<file path="src/rtl/id_stage_ctrl.sv">
// ID-stage control: opcode decode into the ID/EX register, load-use hazard stall, bubble counter.
// Optional macro ID_MULDIV_EN: flags M-extension R-type instructions on mul_o.
module id_stage_ctrl #(
  parameter int REG_AW = 5,
  parameter int CNT_W  = 16
) (
  input  logic              clk_i,
  input  logic              rst_i,
  input  logic [31:0]       instr_i,
  input  logic              valid_i,
  input  logic              flush_i,
  output logic              stall_o,
  output logic              branch_o,
  output logic              alusrc_o,
  output logic              regwrite_o,
  output logic              memread_o,
  output logic              memwrite_o,
  output logic              memtoreg_o,
  output logic              jump_o,
  output logic [1:0]        aluop_o,
  output logic [REG_AW-1:0] rs1_o,
  output logic [REG_AW-1:0] rs2_o,
  output logic [REG_AW-1:0] rd_o,
  output logic              valid_o,
  output logic              mul_o,
  output logic [CNT_W-1:0]  bubble_cnt_o
);

  localparam logic [0:0] ST_RUN    = 1'b0;
  localparam logic [0:0] ST_BUBBLE = 1'b1;

  localparam logic [6:0] OP_LOAD   = 7'b0000011;
  localparam logic [6:0] OP_STORE  = 7'b0100011;
  localparam logic [6:0] OP_BRANCH = 7'b1100011;
  localparam logic [6:0] OP_REG    = 7'b0110011;

  logic [0:0]        state_q, state_d;
  logic              branch_q, branch_d;
  logic              alusrc_q, alusrc_d;
  logic              regwrite_q, regwrite_d;
  logic              memread_q, memread_d;
  logic              memwrite_q, memwrite_d;
  logic              memtoreg_q, memtoreg_d;
  logic              jump_q, jump_d;
  logic [1:0]        aluop_q, aluop_d;
  logic [REG_AW-1:0] rs1_q, rs1_d;
  logic [REG_AW-1:0] rs2_q, rs2_d;
  logic [REG_AW-1:0] rd_q, rd_d;
  logic              valid_q, valid_d;
  logic              mul_q, mul_d;
  logic [CNT_W-1:0]  cnt_q, cnt_d;

  logic [6:0]        opcode;
  logic              dec_branch, dec_alusrc, dec_regwrite, dec_memread;
  logic              dec_memwrite, dec_jump, dec_mul;
  logic [1:0]        dec_aluop;
  logic [REG_AW-1:0] src1, src2;
  logic              hit;
  logic              unused_bits;

  assign opcode      = instr_i[6:0];
  assign src1        = instr_i[15 +: REG_AW];
  assign src2        = instr_i[20 +: REG_AW];
  assign unused_bits = ^{instr_i[14:12], instr_i[31:25]};

  always_comb begin
    dec_regwrite = !((opcode == OP_STORE) || (opcode == OP_BRANCH));
    dec_branch   = (opcode == OP_BRANCH);
    dec_memread  = (opcode == OP_LOAD);
    dec_memwrite = (opcode == OP_STORE);
    dec_jump     = instr_i[2];
    dec_alusrc   = (opcode[6:5] == 2'b00) || (opcode[6:4] == 3'b010);
    if (opcode[6:5] == 2'b11)      dec_aluop = 2'b01;
    else if (opcode[5:4] == 2'b11) dec_aluop = 2'b10;
    else if (opcode[4])            dec_aluop = 2'b11;
    else                           dec_aluop = 2'b00;
`ifdef ID_MULDIV_EN
    dec_mul = (opcode == OP_REG) && (instr_i[31:25] == 7'b0000001);
`else
    dec_mul = 1'b0;
`endif
  end

  // A load in EX whose destination feeds this instruction; the BUBBLE state
  // blocks a second stall on the same load.
  assign hit = valid_q && memread_q && (rd_q != '0) &&
               ((rd_q == src1) || (rd_q == src2)) && valid_i &&
               (state_q == ST_RUN);
  assign stall_o = hit && !flush_i;

  always_comb begin
    branch_d   = 1'b0;
    alusrc_d   = 1'b0;
    regwrite_d = 1'b0;
    memread_d  = 1'b0;
    memwrite_d = 1'b0;
    memtoreg_d = 1'b0;
    jump_d     = 1'b0;
    aluop_d    = 2'b00;
    rs1_d      = '0;
    rs2_d      = '0;
    rd_d       = '0;
    valid_d    = 1'b0;
    mul_d      = 1'b0;
    if (!flush_i && !stall_o && valid_i) begin
      branch_d   = dec_branch;
      alusrc_d   = dec_alusrc;
      regwrite_d = dec_regwrite;
      memread_d  = dec_memread;
      memwrite_d = dec_memwrite;
      memtoreg_d = dec_memread;
      jump_d     = dec_jump;
      aluop_d    = dec_aluop;
      rs1_d      = src1;
      rs2_d      = src2;
      rd_d       = instr_i[7 +: REG_AW];
      valid_d    = 1'b1;
      mul_d      = dec_mul;
    end
  end

  always_comb begin
    cnt_d = cnt_q;
    if (stall_o && (cnt_q != '1)) cnt_d = cnt_q + CNT_W'(1);
  end

  always_comb begin
    state_d = ST_RUN;
    if ((state_q == ST_RUN) && stall_o) state_d = ST_BUBBLE;
  end

  always_ff @(posedge clk_i or negedge rst_i) begin
    if (!rst_i) begin
      state_q    <= ST_RUN;
      branch_q   <= 1'b0;
      alusrc_q   <= 1'b0;
      regwrite_q <= 1'b0;
      memread_q  <= 1'b0;
      memwrite_q <= 1'b0;
      memtoreg_q <= 1'b0;
      jump_q     <= 1'b0;
      aluop_q    <= 2'b00;
      rs1_q      <= '0;
      rs2_q      <= '0;
      rd_q       <= '0;
      valid_q    <= 1'b0;
      mul_q      <= 1'b0;
      cnt_q      <= '0;
    end else begin
      state_q    <= state_d;
      branch_q   <= branch_d;
      alusrc_q   <= alusrc_d;
      regwrite_q <= regwrite_d;
      memread_q  <= memread_d;
      memwrite_q <= memwrite_d;
      memtoreg_q <= memtoreg_d;
      jump_q     <= jump_d;
      aluop_q    <= aluop_d;
      rs1_q      <= rs1_d;
      rs2_q      <= rs2_d;
      rd_q       <= rd_d;
      valid_q    <= valid_d;
      mul_q      <= mul_d;
      cnt_q      <= cnt_d;
    end
  end

  assign branch_o     = branch_q;
  assign alusrc_o     = alusrc_q;
  assign regwrite_o   = regwrite_q;
  assign memread_o    = memread_q;
  assign memwrite_o   = memwrite_q;
  assign memtoreg_o   = memtoreg_q;
  assign jump_o       = jump_q;
  assign aluop_o      = aluop_q;
  assign rs1_o        = rs1_q;
  assign rs2_o        = rs2_q;
  assign rd_o         = rd_q;
  assign valid_o      = valid_q;
  assign mul_o        = mul_q;
  assign bubble_cnt_o = cnt_q;

endmodule
</file>
<file path="config.mk">
export PLATFORM = sky130hd
export DESIGN_NAME = id_stage_ctrl
export DESIGN_NICKNAME = d
export VERILOG_FILES = /design/src/rtl/id_stage_ctrl.sv
export SDC_FILE = /design/constraint.sdc
export NUM_CORES = 1
export LEC_CHECK = 0
export CAP_MARGIN = 20
export CORE_MARGIN = 10
export CORE_UTILIZATION = 48
export CTS_BUF_LIST = sky130_fd_sc_hd__clkbuf_4
export DETAILED_ROUTE_END_ITERATION = 12
export MAX_ROUTING_LAYER = met4
export PLACE_DENSITY = 0.91
export SYNTH_ARGS = -nofsm -noshare
export SYNTH_HDL_FRONTEND = slang
export SYNTH_SLANG_ARGS = --single-unit
</file>
<file path="constraint.sdc">
create_clock -name clk_i -period 2.6 [get_ports clk_i]
set_input_delay 0.26 -clock clk_i [delete_from_list [all_inputs] [get_ports clk_i]]
set_output_delay 0.26 -clock clk_i [all_outputs]
set_load 0.01 [all_outputs]
</file>
; Word-level counts from Yosys, hierarchy flattened
; Index checks and enable logic that the tools add are counted.
[totals]
regBits = 41
latch_bits = 0
ram_bits = 0
mem_bits_ro = 0
inputBits = 36
out_inout_bits = 43
elab_cells = 57
n_memories = 0
[op_classes]
n_addsub = 1
n_mul = 0
div = 0
n_lt_le_gt_ge = 0
n_eq_ne = 9
shifts = 0
muxes = 15
n_bitwise = 1
n_reduce_logical = 18
[ops]
columns = operator, count
row1 = 16-bit by 1-bit adder with 16-bit output (second input constant), 1
row2 = 16-bit != test (second input constant), 1
row3 = 5-bit two-way mux, 3
row4 = 5-bit equality test, 2
row5 = 1-bit logical AND, 10
row6 = 1-bit two-way mux, 8
row7 = 2-bit two-way mux, 4
row8 = 7-bit by 2-bit equality test with 1-bit output (second input constant), 1
row9 = 7-bit by 6-bit equality test with 1-bit output (second input constant), 1
row10 = 7-bit equality test (second input constant), 1
row11 = 5-bit nonzero test, 1
row12 = 2-bit equality test (second input constant), 2
row13 = 3-bit by 2-bit equality test with 1-bit output (second input constant), 1
row14 = 1-bit zero test, 3
row15 = 1-bit logical OR, 3
row16 = 2-bit zero test, 1
row17 = 1-bit NOT, 1

; Depth between registers and ports, before layout
[depth]
ltp_word = 10
ltp_mapped = 7
ltp_nobuf = 6

; Least setup slack after synthesis
; No wires, ideal clock.
[synth_timing]
path_kind = register -> register
startpoint = reg rd_q[3], in the netlist rd_o[3]
endpoint = reg cnt_q[14], in the netlist bubble_cnt_o[14]
setup_time_ns = 0.125
arrival_ns = 1.604
required_ns = 2.475
path_slack_ns = 0.871
path_stages_with_launch = 6
n_path_buf = 0
period_less_slack_ns = 1.729
cell_sequence = dfrtp_1 > xor2_1 > nor3_2 > a22oi_4 > nor4_1 > mux2_2
[synth_via]
elab_chain_cells = 7
elab_cells_between_ends = 10
classes_between = eq/ne (2) / reduce/logical (8)
[synth_rtl]
columns = item, line_no
row1 = "start, declared", 48  ; logic [REG_AW-1:0] rd_q, rd_d;
row2 = "start signal, assigned", 161  ; rd_q <= rd_d;
row3 = 5-bit equality test or 5-bit nonzero test (tied branches), "87, 86"
row4 = 1-bit logical OR or 1-bit logical AND (tied branches), "87, 86"
row5 = 1-bit logical AND *, 86  ; assign hit = valid_q && memread_q && (rd_q != '0) &&
row6 = 1-bit logical AND * (2 in a row), 87  ; ((rd_q == src1) || (rd_q == src2)) && valid_i &&
row7 = 1-bit logical AND *, 89  ; assign stall_o = hit && !flush_i;
row8 = 1-bit logical AND *, 124  ; if (stall_o && (cnt_q != '1)) cnt_d = cnt_q + CNT_W'(1);
row9 = "end signal, assigned", 164  ; cnt_q <= cnt_d;
row10 = "end, declared", 51  ; logic [CNT_W-1:0] cnt_q, cnt_d;
; Mark *: on every way between the ends. The rest lies on a longest branch, timed or not.
; A chain may end at the register's enable or synchronous reset.

; Final worst setup path
[layout_timing]
startpoint = reg rd_q[3], in the netlist rd_o[3]
endpoint = out stall_o
[layout_via]
elab_chain_cells = 6
elab_cells_between_ends = 9
classes_between = eq/ne (2) / reduce/logical (7)
[layout_rtl]
columns = item, line_no
row1 = 5-bit equality test or 5-bit nonzero test (tied branches), "87, 86"
row2 = 1-bit logical OR or 1-bit logical AND (tied branches), "87, 86"
row3 = 1-bit logical AND *, 86
row4 = 1-bit logical AND * (2 in a row), 87
row5 = 1-bit logical AND *, 89
row6 = "end, declared", 12  ; output logic stall_o,
; Marks and branches as above.

==> impl_metrics.json <==
{
  "die_h_um": 83.59,
  "io_buffers": 67,
  "root_buffer": "clkbuf_4",
  "synth_edf_count": 0,
  "synth.avg_cell_area_um2": 11.69,
  "rows": 23,
  "fmax_ghz": 0.4096,
  "drtIter0Drc": 102,
  "layout.nets": 276,
  "worstPathArrival_ps": 2180,
  "synth-main-ff-cell": "dfrtp_1",
  "cp-start-kind": "flop",
  "die-area_um2": 6986,
  "detail_route.vias_per_cell": 5.384,
  "numCtsBuffers": 5,
  "syn_nets": 203,
  "dr_total_vias": 1556,
  "tightest_slew_ps": 891.4,
  "p_leak_nw": 1.239,
  "busiest_layer": "met2",
  "routed_wl_mm": 5.040,
  "p_comb_share_pct": 11.9,
  "grt-ovfl-total": 0,
  "grt_pass1_vias": 1652,
  "area_growth_pct": 40.68,
  "hold_class": "in -> async",
  "clk_latency_ps": 340,
  "p_per_area_nw_per_um2": 436.8,
  "globalRouteMet3Util_pct": 3.516,
  "p_seq_share_pct": 55.1,
  "grt_antenna_before_repair": 0,
  "antenna_cells": 0,
  "status": "completed",
  "syn_inst": 166,
  "cap_violations": 0,
  "routedWlPerCell_um": 17.44,
  "utilization_pct": 69.25,
  "grt_usage_pct": 14.88,
  "hpwl_mm": 3.884,
  "clkSinkCount": 41,
  "hold_buffers": 0,
  "slew_headroom_pct": 40.58,
  "postPlaceCellArea_um2": 2658,
  "drtAntennaViolNets": 0,
  "grtUsageMet2_pct": 25.99,
  "p_int_w": 0.0009206,
  "async_flop_share_pct": 100.0,
  "ys_types": 35,
  "clock_skew_ps": 11.15,
  "cts_buffer_depth": 2,
  "fin_ws_ps": 158.8,
  "die_w_um": 83.59,
  "drc_errors": 0,
  "hold_violations": 0,
  "ctsResizeCount": 0,
  "slew_viol_final": 0,
  "syn_area_um2": 1941,
  "htree_num_levels": 2,
  "path_class": "reg -> out",
  "grt_max_degree": 42,
  "tns_ps": 0,
  "fin_crit_ps": 2441,
  "switching_share_pct": 22.81,
  "ios": 79,
  "peakVddDrop_uv": 410.1,
  "cts_tree": "done",
  "drive_gt1_share_pct": 11.30,
  "rsz0062_at_grt": "false",
  "synth_warnings": 0,
  "initial_core_util_pct": 49.22,
  "post-place-ws_ps": 315.9,
  "fin_area_um2": 2730,
  "critPathRequiredTime_ps": 2340,
  "clockPowerShare_pct": 33.0,
  "cts_setup_buffers": 0,
  "ys_seq_area_share_pct": 52.87,
  "path_clk_slew_ps": 120,
  "gp_congestion": 0.8531,
  "firstDrtPassIters": 4,
  "globalRouteMet1Util_pct": 15.56,
  "p_total_w": 0.001193,
  "path_max_fanout": 4,
  "grt_pass1_wl_mm": 8.217,
  "power_switching_w": 0.0002720,
  "setup_viol": 0,
  "core_region_area_um2": 3943,
  "crit_path_end_kind": "output port",
  "fin_crit_sh_pct": 93.89,
  "synth_seq_cells": 41
}
[synth_stat cells, types with 2 or more instances]
library cell  count  area, um2
a21oi_1           3      15.01
and2_1           16      100.1
and3_1            4      25.02
and4_1            2      17.52
buf_4             2      15.01
buf_6             2      22.52
dfrtp_1          41       1026
inv_1             2      7.510
mux2_2            2      22.52
nand2_1           8      30.03
nand2b_1          4      25.02
nand3_1           6      30.03
nand4_1           6      37.54
nand4b_1          2      17.52
nor2_1            7      26.28
nor3_1           10      50.05
nor3_2            3      30.03
nor4_1            5      31.28
nor4_4            2      42.54
nor4b_1           2      17.52
o21ai_4           2      32.53
xor2_1           22      192.7
[critical path, cell delays in order (launching register included)]
cell and delay [ps]:
dfrtp_1 450, xor2_1 190, nor3_2 280, a22oi_4 130
nor3_1 200, clkdlybuf4s50_1 600
[cell type report]
type | count | area (um2)
fill | 282 | 1212
inverter | 3 | 11.26
tap | 50 | 62.56
timing repair buffer | 71 | 695.7
clock inverter | 2 | 35.03
multi-input combinational | 117 | 862.1
clock buffer | 5 | 37.54
sequential | 41 | 1026
[through the flow]
stage	cells	hold WS (ps)
floorplan	166	-35.59
global placement	282	425.2
detailed placement	282	431.7
CTS	289	46.76
global route	289	81.42
finish	289	21.52
[power by group through the flow]
| stage | Sequential (W) | Combinational (W) | Clock (W) |
|---|---|---|---|
| 2_1_floorplan | 0.000676 | 0.0000461 | 0 |
| 3_3_place_gp | 0.000669 | 0.000140 | 0 |
| 3_5_place_dp | 0.000670 | 0.000144 | 0 |
| 4_1_cts | 0.000657 | 0.000145 | 0.000402 |
| 5_1_grt | 0.000659 | 0.000155 | 0.000432 |
| 6_report | 0.000657 | 0.000142 | 0.000393 |
[sequential cells by signal, summed over array words and instances (netlist names), 2 cells and up]
name,flops
rd_o,5
aluop_o,2
rs2_o,5
bubble_cnt_o,16
rs1_o,5
[logic make-up (layout without fill, tap and decap cells)]
kind of cell	count (synthesis)	count (layout)	share of synthesized area, %
other	1	1	0.1932
multiplexers	4	4	2.450
adder cells (fa/ha/maj)	1	1	0.6446
flip-flops	41	41	52.87
AO/OA/AOI/OAI	8	8	4.384
buffers and inverters	8	81	2.707
XOR/XNOR	22	22	9.929
AND/OR/NAND/NOR	81	81	26.82
[layer usage]
layer | part of all wire, % | vias to the layer above | wire (um)
met4 | 2.6 | 0 | 131
met5 | 0 | - | 0
met2 | 54 | 59 | 2732
met3 | 4.3 | 10 | 219
li1 | - | 723 | -
met1 | 39 | 764 | 1957
[worst paths after layout]
check	start	end	slack [ps]	depth (start not counted)
hold reg to reg	bubble_cnt_o[8]	bubble_cnt_o[8]	530	1
max in group asynchronous	rst_i	bubble_cnt_o[3]	2020	1
setup / recovery	rd_o[3]	stall_o	160	5
hold / removal	rst_i	rs1_o[3]	20	1
min in group clk_i	instr_i[9]	rd_o[2]	460	2
setup reg to reg	bubble_cnt_o[0]	bubble_cnt_o[14]	540	6
[cells in the final DEF (no fill, tap or decap), drive strengths merged]
master         synthesis  final
a211oi                 1      1
a21oi                  4      4
a22oi                  1      1
and2                  16     16
and3                   4      4
and4                   2      2
buf                    5      5
bufinv                 0      1
clkbuf                 0      5
clkdlybuf4s50          0     66
clkinv                 0      1
conb                   1      1
dfrtp                 41     41
ha                     1      1
inv                    3      3
mux2                   3      3
mux2i                  1      1
nand2                  8      8
nand2b                 4      4
nand3                  6      6
nand4                  6      6
nand4b                 2      2
nor2                   7      7
nor2b                  1      1
nor3                  13     13
nor3b                  1      1
nor4                   7      7
nor4b                  3      3
o21ai                  2      2
or3                    1      1
xor2                  22     22
Power figures use the tool's default switching activity.
